===== config.mk =====
export PLATFORM = sky130hd
export DESIGN_NAME = axi_clint_responder_flat
export DESIGN_NICKNAME = d
export VERILOG_FILES = /design/src/rtl/axi_clint_if.sv /design/src/rtl/axi_clint_responder.sv /design/src/flat_wrapper.sv
export SDC_FILE = /design/constraint.sdc
export NUM_CORES = 1
export LEC_CHECK = 0
export BUFFER_PORTS_ARGS = -buffer_cell sky130_fd_sc_hd__clkbuf_2
export CORE_MARGIN = 2
export CORE_UTILIZATION = 51
export DETAILED_ROUTE_END_ITERATION = 7
export HOLD_SLACK_MARGIN = 0.05
export PLACE_DENSITY = 0.82
export SLEW_MARGIN = 10
export SYNTH_ARGS = -nofsm -noshare
export SYNTH_HDL_FRONTEND = slang
export SYNTH_SLANG_ARGS = --single-unit

===== constraint.sdc =====
create_clock -name clk -period 2.5 [get_ports clk]
set_clock_uncertainty 0.1 [all_clocks]
set_input_delay 0.5 -clock clk [delete_from_list [all_inputs] [get_ports clk]]
set_output_delay 0.5 -clock clk [all_outputs]
set_load 0.05 [all_outputs]

===== src/rtl/axi_clint_if.sv =====
// AXI4 channel bundle between the crossbar CLINT port (master) and the timer responder (slave).
interface axi_clint_if;
  logic        arvalid;
  logic        arready;
  logic [31:0] araddr;
  logic [3:0]  arid;
  logic [7:0]  arlen;
  logic [2:0]  arsize;
  logic [1:0]  arburst;

  logic        rvalid;
  logic        rready;
  logic [31:0] rdata;
  logic [1:0]  rresp;
  logic [3:0]  rid;
  logic        rlast;

  logic        awvalid;
  logic        awready;
  logic [31:0] awaddr;
  logic [3:0]  awid;
  logic [7:0]  awlen;
  logic [2:0]  awsize;
  logic [1:0]  awburst;

  logic        wvalid;
  logic        wready;
  logic [31:0] wdata;
  logic [3:0]  wstrb;
  logic        wlast;

  logic        bvalid;
  logic        bready;
  logic [1:0]  bresp;
  logic [3:0]  bid;

  modport slave (
    input  arvalid, araddr, arid, arlen, arsize, arburst,
    output arready,
    output rvalid, rdata, rresp, rid, rlast,
    input  rready,
    input  awvalid, awaddr, awid, awlen, awsize, awburst,
    output awready,
    input  wvalid, wdata, wstrb, wlast,
    output wready,
    output bvalid, bresp, bid,
    input  bready
  );

  modport master (
    output arvalid, araddr, arid, arlen, arsize, arburst,
    input  arready,
    input  rvalid, rdata, rresp, rid, rlast,
    output rready,
    output awvalid, awaddr, awid, awlen, awsize, awburst,
    input  awready,
    output wvalid, wdata, wstrb, wlast,
    input  wready,
    input  bvalid, bresp, bid,
    output bready
  );
endinterface


===== src/rtl/axi_clint_responder.sv =====
// CLINT mtime responder: free-running 64-bit timer behind a minimal AXI4 slave.
// Reads of the low word snapshot the full counter so the high word read is tear-free.
module axi_clint_responder #(
  parameter logic [31:0] BASE_ADDR = 32'h1001_0000,
  parameter int unsigned DIV       = 1
) (
  input logic         clk,
  input logic         rst_n,
  axi_clint_if.slave  bus
);
  localparam int unsigned PW = (DIV > 1) ? $clog2(DIV) : 1;

  typedef enum logic { R_IDLE, R_DATA } rstate_e;
  typedef enum logic { W_IDLE, W_RESP } wstate_e;

  logic [PW-1:0] presc_q, presc_d;
  logic [63:0]   mtime_q, mtime_d;
  logic [63:0]   snap_q, snap_d;

  rstate_e       rstate_q, rstate_d;
  logic          rvalid_q, rvalid_d;
  logic [31:0]   rdata_q, rdata_d;
  logic [1:0]    rresp_q, rresp_d;
  logic [3:0]    rid_q, rid_d;
  logic          rlast_q, rlast_d;
  logic [7:0]    beats_q, beats_d;

  wstate_e       wstate_q, wstate_d;
  logic          aw_got_q, aw_got_d;
  logic          w_got_q, w_got_d;
  logic          aw_legal_q, aw_legal_d;
  logic          aw_hi_q, aw_hi_d;
  logic [3:0]    aw_id_q, aw_id_d;
  logic [31:0]   wdata_q, wdata_d;
  logic [3:0]    wstrb_q, wstrb_d;
  logic          bvalid_q, bvalid_d;
  logic [1:0]    bresp_q, bresp_d;
  logic [3:0]    bid_q, bid_d;

  logic          inc;
  logic          ar_legal, aw_legal_now;
  logic          aw_hs, w_hs, commit;
  logic          eff_legal, eff_hi;
  logic [3:0]    eff_id;
  logic [31:0]   eff_wdata;
  logic [3:0]    eff_wstrb;
  logic [31:0]   word;

  assign inc = (presc_q == PW'(DIV - 1));

  assign ar_legal = (bus.arsize == 3'b010) && (bus.arlen == 8'd0) && (bus.arburst == 2'b01) &&
                    ((bus.araddr == BASE_ADDR) || (bus.araddr == BASE_ADDR + 32'd4));
  assign aw_legal_now = (bus.awsize == 3'b010) && (bus.awlen == 8'd0) && (bus.awburst == 2'b01) &&
                        ((bus.awaddr == BASE_ADDR) || (bus.awaddr == BASE_ADDR + 32'd4));

  assign aw_hs = (wstate_q == W_IDLE) && !aw_got_q && bus.awvalid;
  assign w_hs  = (wstate_q == W_IDLE) && !w_got_q && bus.wvalid;

  // Commit in the same cycle as the later handshake, so current-cycle values bypass the latches.
  assign commit    = (aw_got_q || aw_hs) && (w_got_q || (w_hs && bus.wlast));
  assign eff_legal = aw_got_q ? aw_legal_q : aw_legal_now;
  assign eff_hi    = aw_got_q ? aw_hi_q : (bus.awaddr == BASE_ADDR + 32'd4);
  assign eff_id    = aw_got_q ? aw_id_q : bus.awid;
  assign eff_wdata = w_got_q ? wdata_q : bus.wdata;
  assign eff_wstrb = w_got_q ? wstrb_q : bus.wstrb;

  always_comb begin
    presc_d = inc ? '0 : presc_q + 1'b1;
    mtime_d = inc ? mtime_q + 64'd1 : mtime_q;
    word    = eff_hi ? mtime_q[63:32] : mtime_q[31:0];
    if (commit && eff_legal) begin
      for (int unsigned b = 0; b < 4; b++) begin
        if (eff_wstrb[b]) word[8*b +: 8] = eff_wdata[8*b +: 8];
      end
      mtime_d = eff_hi ? {word, mtime_q[31:0]} : {mtime_q[63:32], word};
    end
  end

  always_comb begin
    rstate_d = rstate_q;
    rvalid_d = rvalid_q;
    rdata_d  = rdata_q;
    rresp_d  = rresp_q;
    rid_d    = rid_q;
    rlast_d  = rlast_q;
    beats_d  = beats_q;
    snap_d   = snap_q;
    case (rstate_q)
      R_IDLE: begin
        if (bus.arvalid) begin
          rstate_d = R_DATA;
          rvalid_d = 1'b1;
          rid_d    = bus.arid;
          if (ar_legal) begin
            rresp_d = 2'b00;
            rlast_d = 1'b1;
            beats_d = '0;
            if (bus.araddr == BASE_ADDR + 32'd4) begin
              rdata_d = snap_q[63:32];
            end else begin
              rdata_d = mtime_q[31:0];
              snap_d  = mtime_q;
            end
          end else begin
            rdata_d = '0;
            rresp_d = 2'b10;
            beats_d = bus.arlen;
            rlast_d = (bus.arlen == 8'd0);
          end
        end
      end
      R_DATA: begin
        if (bus.rready) begin
          if (rlast_q) begin
            rstate_d = R_IDLE;
            rvalid_d = 1'b0;
            rlast_d  = 1'b0;
          end else begin
            beats_d = beats_q - 8'd1;
            rlast_d = (beats_q == 8'd1);
          end
        end
      end
      default: rstate_d = R_IDLE;
    endcase
  end

  always_comb begin
    wstate_d   = wstate_q;
    aw_got_d   = aw_got_q;
    w_got_d    = w_got_q;
    aw_legal_d = aw_legal_q;
    aw_hi_d    = aw_hi_q;
    aw_id_d    = aw_id_q;
    wdata_d    = wdata_q;
    wstrb_d    = wstrb_q;
    bvalid_d   = bvalid_q;
    bresp_d    = bresp_q;
    bid_d      = bid_q;
    case (wstate_q)
      W_IDLE: begin
        if (commit) begin
          aw_got_d = 1'b0;
          w_got_d  = 1'b0;
          bvalid_d = 1'b1;
          bresp_d  = eff_legal ? 2'b00 : 2'b10;
          bid_d    = eff_id;
          wstate_d = W_RESP;
        end else begin
          if (aw_hs) begin
            aw_got_d   = 1'b1;
            aw_legal_d = aw_legal_now;
            aw_hi_d    = (bus.awaddr == BASE_ADDR + 32'd4);
            aw_id_d    = bus.awid;
          end
          if (w_hs && bus.wlast) begin
            w_got_d = 1'b1;
            wdata_d = bus.wdata;
            wstrb_d = bus.wstrb;
          end
        end
      end
      W_RESP: begin
        if (bus.bready) begin
          bvalid_d = 1'b0;
          wstate_d = W_IDLE;
        end
      end
      default: wstate_d = W_IDLE;
    endcase
  end

  always_ff @(posedge clk or negedge rst_n) begin
    if (!rst_n) begin
      presc_q    <= '0;
      mtime_q    <= '0;
      snap_q     <= '0;
      rstate_q   <= R_IDLE;
      rvalid_q   <= 1'b0;
      rdata_q    <= '0;
      rresp_q    <= '0;
      rid_q      <= '0;
      rlast_q    <= 1'b0;
      beats_q    <= '0;
      wstate_q   <= W_IDLE;
      aw_got_q   <= 1'b0;
      w_got_q    <= 1'b0;
      aw_legal_q <= 1'b0;
      aw_hi_q    <= 1'b0;
      aw_id_q    <= '0;
      wdata_q    <= '0;
      wstrb_q    <= '0;
      bvalid_q   <= 1'b0;
      bresp_q    <= '0;
      bid_q      <= '0;
    end else begin
      presc_q    <= presc_d;
      mtime_q    <= mtime_d;
      snap_q     <= snap_d;
      rstate_q   <= rstate_d;
      rvalid_q   <= rvalid_d;
      rdata_q    <= rdata_d;
      rresp_q    <= rresp_d;
      rid_q      <= rid_d;
      rlast_q    <= rlast_d;
      beats_q    <= beats_d;
      wstate_q   <= wstate_d;
      aw_got_q   <= aw_got_d;
      w_got_q    <= w_got_d;
      aw_legal_q <= aw_legal_d;
      aw_hi_q    <= aw_hi_d;
      aw_id_q    <= aw_id_d;
      wdata_q    <= wdata_d;
      wstrb_q    <= wstrb_d;
      bvalid_q   <= bvalid_d;
      bresp_q    <= bresp_d;
      bid_q      <= bid_d;
    end
  end

  assign bus.arready = (rstate_q == R_IDLE);
  assign bus.rvalid  = rvalid_q;
  assign bus.rdata   = rdata_q;
  assign bus.rresp   = rresp_q;
  assign bus.rid     = rid_q;
  assign bus.rlast   = rlast_q;
  assign bus.awready = (wstate_q == W_IDLE) && !aw_got_q;
  assign bus.wready  = (wstate_q == W_IDLE) && !w_got_q;
  assign bus.bvalid  = bvalid_q;
  assign bus.bresp   = bresp_q;
  assign bus.bid     = bid_q;
endmodule


===== src/flat_wrapper.sv =====
// flat-port wrapper written by rule: the top's interface ports become plain ports
module axi_clint_responder_flat 
#(
  parameter logic [31:0] BASE_ADDR = 32'h1001_0000,
  parameter int unsigned DIV       = 1
)
  (clk, rst_n, bus_arvalid, bus_araddr, bus_arid, bus_arlen, bus_arsize, bus_arburst, bus_arready, bus_rvalid, bus_rdata, bus_rresp, bus_rid, bus_rlast, bus_rready, bus_awvalid, bus_awaddr, bus_awid, bus_awlen, bus_awsize, bus_awburst, bus_awready, bus_wvalid, bus_wdata, bus_wstrb, bus_wlast, bus_wready, bus_bvalid, bus_bresp, bus_bid, bus_bready);
  axi_clint_if bus_i ();
  input logic clk;
  input logic rst_n;
  input wire logic [$bits(bus_i.arvalid)-1:0] bus_arvalid;
  input wire logic [$bits(bus_i.araddr)-1:0] bus_araddr;
  input wire logic [$bits(bus_i.arid)-1:0] bus_arid;
  input wire logic [$bits(bus_i.arlen)-1:0] bus_arlen;
  input wire logic [$bits(bus_i.arsize)-1:0] bus_arsize;
  input wire logic [$bits(bus_i.arburst)-1:0] bus_arburst;
  output wire logic [$bits(bus_i.arready)-1:0] bus_arready;
  output wire logic [$bits(bus_i.rvalid)-1:0] bus_rvalid;
  output wire logic [$bits(bus_i.rdata)-1:0] bus_rdata;
  output wire logic [$bits(bus_i.rresp)-1:0] bus_rresp;
  output wire logic [$bits(bus_i.rid)-1:0] bus_rid;
  output wire logic [$bits(bus_i.rlast)-1:0] bus_rlast;
  input wire logic [$bits(bus_i.rready)-1:0] bus_rready;
  input wire logic [$bits(bus_i.awvalid)-1:0] bus_awvalid;
  input wire logic [$bits(bus_i.awaddr)-1:0] bus_awaddr;
  input wire logic [$bits(bus_i.awid)-1:0] bus_awid;
  input wire logic [$bits(bus_i.awlen)-1:0] bus_awlen;
  input wire logic [$bits(bus_i.awsize)-1:0] bus_awsize;
  input wire logic [$bits(bus_i.awburst)-1:0] bus_awburst;
  output wire logic [$bits(bus_i.awready)-1:0] bus_awready;
  input wire logic [$bits(bus_i.wvalid)-1:0] bus_wvalid;
  input wire logic [$bits(bus_i.wdata)-1:0] bus_wdata;
  input wire logic [$bits(bus_i.wstrb)-1:0] bus_wstrb;
  input wire logic [$bits(bus_i.wlast)-1:0] bus_wlast;
  output wire logic [$bits(bus_i.wready)-1:0] bus_wready;
  output wire logic [$bits(bus_i.bvalid)-1:0] bus_bvalid;
  output wire logic [$bits(bus_i.bresp)-1:0] bus_bresp;
  output wire logic [$bits(bus_i.bid)-1:0] bus_bid;
  input wire logic [$bits(bus_i.bready)-1:0] bus_bready;
  assign bus_i.arvalid = bus_arvalid;
  assign bus_i.araddr = bus_araddr;
  assign bus_i.arid = bus_arid;
  assign bus_i.arlen = bus_arlen;
  assign bus_i.arsize = bus_arsize;
  assign bus_i.arburst = bus_arburst;
  assign bus_arready = bus_i.arready;
  assign bus_rvalid = bus_i.rvalid;
  assign bus_rdata = bus_i.rdata;
  assign bus_rresp = bus_i.rresp;
  assign bus_rid = bus_i.rid;
  assign bus_rlast = bus_i.rlast;
  assign bus_i.rready = bus_rready;
  assign bus_i.awvalid = bus_awvalid;
  assign bus_i.awaddr = bus_awaddr;
  assign bus_i.awid = bus_awid;
  assign bus_i.awlen = bus_awlen;
  assign bus_i.awsize = bus_awsize;
  assign bus_i.awburst = bus_awburst;
  assign bus_awready = bus_i.awready;
  assign bus_i.wvalid = bus_wvalid;
  assign bus_i.wdata = bus_wdata;
  assign bus_i.wstrb = bus_wstrb;
  assign bus_i.wlast = bus_wlast;
  assign bus_wready = bus_i.wready;
  assign bus_bvalid = bus_i.bvalid;
  assign bus_bresp = bus_i.bresp;
  assign bus_bid = bus_i.bid;
  assign bus_i.bready = bus_bready;
  axi_clint_responder #(.BASE_ADDR(BASE_ADDR), .DIV(DIV)) u_core (.clk(clk), .rst_n(rst_n), .bus(bus_i));
endmodule

**Word-level counts from Yosys, hierarchy flattened**

Index checks and enable logic that the tools add are counted.

- Add/subtract/negate cells: 3
- Equal/unequal tests: 18
- Multiplexer cells: 46
- Bitwise gates (word level): 4
- Reduce and logical (&&, ||, !) cells: 36

Operators with widths:

| kind | number |
|---|---|
| 2-to-1 mux 64 bit | 3 |
| == test 32 x 29 -> 1 bit (second input constant) | 4 |
| 2-to-1 mux 32 bit | 4 |
| adder 64 x 1 -> 64 bit (second input constant) | 1 |
| 2-to-1 mux 8 bit | 8 |
| 2-to-1 mux 1 bit | 21 |
| zero test 8 bit | 2 |
| one-hot mux 8 bit (2 select lines) | 1 |
| AND reduction 2 bit | 8 |
| inequality test 2 bit (second input constant) | 7 |
| logical AND 1 bit | 13 |
| AND reduction 3 bit | 4 |
| one-hot mux 1 bit (2 select lines) | 5 |
| == test 8 x 1 -> 1 bit (second input constant) | 1 |
| 2-to-1 mux 4 bit | 2 |
| subtractor 8 x 1 -> 8 bit (second input constant) | 1 |
| == test 3 x 2 -> 1 bit (second input constant) | 2 |
| == test 2 x 1 -> 1 bit (second input constant) | 2 |
| logical OR 1 bit | 4 |
| 2-to-1 mux 2 bit | 2 |
| inequality test 2 x 1 -> 1 bit (second input constant) | 2 |
| NOT 1 bit | 4 |
| AND reduction 4 bit | 1 |
| nonzero test 2 bit | 2 |
| 2 further kinds | 3 |

- Bits in registers: 230
- Input bits: 142

**Depth between registers and ports, before layout**

- Word-level depth: 9
- Mapped depth: 9
- Mapped depth without buffers: 7

**Least setup slack after synthesis**

No wires, ideal clock.

- Path kind: input -> register
- Start: input port bus_awaddr[18]
- End: register u_core.mtime_q[15]
- Setup time: 0.124 ns
- Data arrival time: 2.407 ns
- Slack: -0.130 ns
- Cell stages on the path: 7
- Buffers on the path: 1
- Cell sequence: nor4_1 -> nand4_2 -> o41a_4 -> buf_8 -> nor3_4 -> o21ai_1 -> a211o_1

- Longest elaborated chain between the ends: 7
- Elaborated cells on any way between the ends: 14
- Those cells by class: eq/ne (4); mux (6); reduce/logical (4)

RTL lines:

| item | RTL line | text |
|---|---|---|
| start: declaration | flat_wrapper.sv:25 | `input wire logic [$bits(bus_i.awaddr)-1:0] bus_awaddr;` |
| == test 32 x 29 -> 1 bit (on tied branches) | axi_clint_responder.sv:54, axi_clint_responder.sv:62 |  |
| logical OR 1 bit | axi_clint_responder.sv:54 | `((bus.awaddr == BASE_ADDR) \|\| (bus.awaddr == BASE_ADDR + 32'd4));` |
| logical AND 1 bit | axi_clint_responder.sv:53 | `assign aw_legal_now = (bus.awsize == 3'b010) && (bus.awlen == 8'd0) && (bus.awburst == 2'b01) &&` |
| 2-to-1 mux 1 bit | axi_clint_responder.sv:61 | `assign eff_legal = aw_got_q ? aw_legal_q : aw_legal_now;` |
| logical AND 1 bit | axi_clint_responder.sv:71 | `if (commit && eff_legal) begin` |
| inequality test 2 bit (no source line) | -- |  |
| AND reduction 2 bit (no source line) | -- |  |
| end signal: assignment | axi_clint_responder.sv:198 | `mtime_q <= mtime_d;` |
| end: declaration | axi_clint_responder.sv:17 | `logic [63:0] mtime_q, mtime_d;` |

Parallel ways exist; a longest one is shown, timed or not. The select of a mux whose other input is x is not followed.
A chain may end at the register's enable or synchronous reset.

**Worst setup path in the final report**

- Start: register u_core.mtime_q[9]
- End: register u_core.mtime_q[59]

- Longest elaborated chain between the ends: 3

RTL lines:

| item | RTL line | text |
|---|---|---|
| adder 64 x 1 -> 64 bit | axi_clint_responder.sv:69 | `mtime_d = inc ? mtime_q + 64'd1 : mtime_q;` |
| 2-to-1 mux 64 bit | axi_clint_responder.sv:69 |  |
| 2-to-1 mux 64 bit | axi_clint_responder.sv:71 |  |

No other way between the ends. The select of a mux whose other input is x is not followed.

==> impl_results.md <==
* Yosys warning total at 0
* Area post-placement at roughly 13,000 um^2
* Layout Nets at 1,492
* Die X-Extent at 148 um
* Met2 usage at a little under half
* Number of synthesized flops with an enable pin at 0
* Register area share after synthesis at 46.2%
* Drt first pass iters at 5
* HPWL Detailed at 24.2 mm
* Top cells by area, synth: dfrtp_1, mux2_2, mux2i_1, nand2_1, o21ai_0
* Reg power frac at between 40% and 50%
* Worst-path clk slew at 0.07 ns
* Power Density at 749 nW/um^2
* Clk pwr share at 26.2%
* Total internal power at 6.56 mW
* Clk Latency, worst-skew pair at 0.44 ns
* Row Count at 52
* Seq cells post-synth at between 150 and 200
* Switching power at 3.81 mW
* Antenna violations before repair at 0
* Worst EP required at 2.71 ns
* Total CTS buffers at 17
* Port Buffers at 189
* CTS tree: done
* Slowest stage delay, CP at 0.43 ns
* Status: finished, final reports clean
* Worst-path maximum fanout at 6
* Post-Syn Instances at 1,017
* Worst setup path class: reg -> reg
* I/O pin count at 192
* P&R area growth vs syn at 31.2%
* Crit path launch type: flip-flop
* Layout filler cell count at 1,566
* Crit share post-route at 98.3%
* Ys flop type: dfrtp_1
* Max_slew headroom at 53.6%
* H-Tree Depth at 4
* HP Class: in -> reg
* Drt via density at 6.02
* F_max at 407 MHz
* Critical Path End Type: flip-flop
* Mean Syn Cell Area at 10.4 um^2
* Comb pwr share at 33.5%
* Congestion Overflow GR at 0
* CP max-delay cell: or3_4
* Setup Total Neg Slack at 0 ns
* Net Sw Frac at 36.8%
* Post-Layout Cell Count at 1,630
* Max_cap viols at 0
* Clock buffer depth at 2
* Peak supply drop at 1190 uV
* Least-Margin Pin Slew at slightly below 0.7 ns
* Placed Cells at ~1,600
* GRT Util Overall at 29.6%
* Detailed Route Iter0 Violations at 915
* Core Util, Final at 68.2%
* Die H at 148 um
* Total wire length at 31.9 mm
* CP dominant cell by count: buf_4
* Layout cells sized above 1 at around two fifths
* Antenna Cells at 0
* Final Slew Violations at 0
* Core area at 20,300 um^2
* First-pass GRT wire length at 50.8 mm
* Remaining DRCs at 0
* Initial Util at roughly half
* Synth top area share at 46.2%
* CP delay by family, top: simple AND/OR/NAND/NOR gates
* Worst Path Arrival at approximately 2.7 ns
* Met3 usage at 6.36%
* Most common cell in the netlist: dfrtp_1
* Die area at 21,900 um^2
* GRT busiest layer: met2
* Crit-path cells: nand4_1 > or3_4 > nor3_4 > buf_4 > nand2_1 > buf_4 > nor4_2 > a211oi_1
* Cell variety after synth at 89
* Design Area, Final at 13,800 um^2
* Clock Sinks at 195
* Final setup fails at 0
* Largest net degree at the start of global routing at 68
* Async set-or-reset flop fraction in the synthesized netlist at 100%
* Final critical-path required period at 2.46 ns
* Synth Cell Area at 10,600 um^2
* Leak at 6.31 nW
* Synth top cells by count: dfrtp_1, nand2_1, mux2_2
* Routed length per instance at 19.5 um
* Vias in the first global route at about 9,700
* Area leader, netlist: dfrtp_1
* Routed Antenna Nets at 0
* Met1 Usage GRT at 40.6%
* Clk root buf: clkbuf_16
* Worst path bufs/invs at 2
* Placer Congestion at about 0.97
* Hold Fails Final Rpt at 0
* RSZ-0062 raised after global routing: true
* Routed via count at 9,815
-- flip-flops by register name, summed over array words and instances (netlist names), 4 cells and up --
name	flops
u_core.mtime_q	64
u_core.wdata_q	32
u_core.aw_id_q	4
u_core.bus.rid	4
u_core.snap_q	32
u_core.bus.bid	4
u_core.bus.rdata	32
u_core.beats_q	8
u_core.wstrb_q	4
-- timing repair --
action,CTS,global route
pin swaps,3,5
gates cloned,0,0
endpoints found under the setup margin,13,24
hold buffers,1,0
gates resized for setup,5,9
setup buffers,1,6
hold endpoints to repair,64,0
-- power by group through the flow --
| stage | combinational [mW] | clock, mW | sequential, mW |
|---|---|---|---|
| after floorplan | 1.91 | 0 | 4.42 |
| after global placement | 3.30 | 0 | 4.16 |
| after detailed placement | 3.40 | 0 | 4.22 |
| after CTS | 3.43 | 2.74 | 4.16 |
| after global routing | 3.70 | 2.88 | 4.25 |
| final | 3.47 | 2.72 | 4.18 |
-- layer usage --
layer | up-vias | part of all wire (%)
li1 | 4511 | -
met5 | - | 0
met4 | 0 | 2.4
met3 | 59 | 8.4
met1 | 4793 | 42
met2 | 452 | 47
-- worst paths after layout --
| kind | start | cells past startpoint | slack, ns | end |
|---|---|---|---|---|
| min in group asynchronous | rst_n | 2 | 0.53 | u_core.wdata_q[0] |
| worst min-delay path | bus_arid[3] | 3 | 0.15 | u_core.bus.rid[3] |
| worst max register to register | u_core.mtime_q[9] | 8 | 0.04 | u_core.mtime_q[59] |
| max in group asynchronous | rst_n | 3 | 1.02 | u_core.mtime_q[59] |
| worst min register to register | u_core.bus.rdata[3] | 2 | 0.38 | u_core.bus.rdata[3] |
| worst max-delay path | u_core.mtime_q[9] | 8 | 0.04 | u_core.mtime_q[59] |
-- worst reg2reg max path, stage by stage (launching register included) --
cell	delay, ns
dfrtp_1	0.38
nand4_1	0.21
or3_4	0.43
nor3_4	0.34
buf_4	0.18
nand2_1	0.13
buf_4	0.21
nor4_2	0.28
a211oi_1	0.09
-- kinds of logic after synthesis --
group | share of synthesized area [%]
mux | 15.1
buf+inv | 3.54
simple gates | 19.0
fa+ha+maj | 0.356
xor+xnor | 0.166
other cells | 0.0355
compound gates | 15.6
flops | 46.2
-- metrics by stage --
stage	hold WS [ns]	setup WS, ns	power [mW]
floorplan	0.104	-0.0898	6.32
global placement	0.357	-0.328	7.46
detailed placement	0.366	-0.344	7.62
CTS	0.147	0.0106	10.3
global route	0.158	-0.0177	10.8
finish	0.153	0.0425	10.4
-- layout by cell type, fill, tap and decap left out, types with 8 or more instances in the layout --
| cell type | instances |
|---|---|
| dfrtp_1 | 193 |
| clkbuf_2 | 188 |
| buf_4 | 166 |
| nand2_1 | 115 |
| mux2_2 | 96 |
| mux2i_1 | 51 |
| nor2_1 | 47 |
| o21ai_0 | 45 |
| nand3_1 | 42 |
| a21oi_1 | 29 |
| inv_1 | 28 |
| nor3_1 | 25 |
| o211ai_1 | 25 |
| nand4_1 | 23 |
| and3_1 | 17 |
| clkbuf_16 | 17 |
| a211oi_1 | 15 |
| nor4_1 | 13 |
| buf_12 | 12 |
| nor4_4 | 8 |
| or3_1 | 8 |
| a211o_1 | 8 |
-- layout make-up --
cell class	instances	area, um^2	area share, %
multi-input cells	736	5490	39.6
clock inverters	14	146	1.06
repair buffers	368	2450	17.7
clock buffers	18	429	3.10
flip-flops and latches	195	4880	35.3
inverters	29	109	0.786
well taps	270	338	2.44
Power figures use the tool's default switching activity.
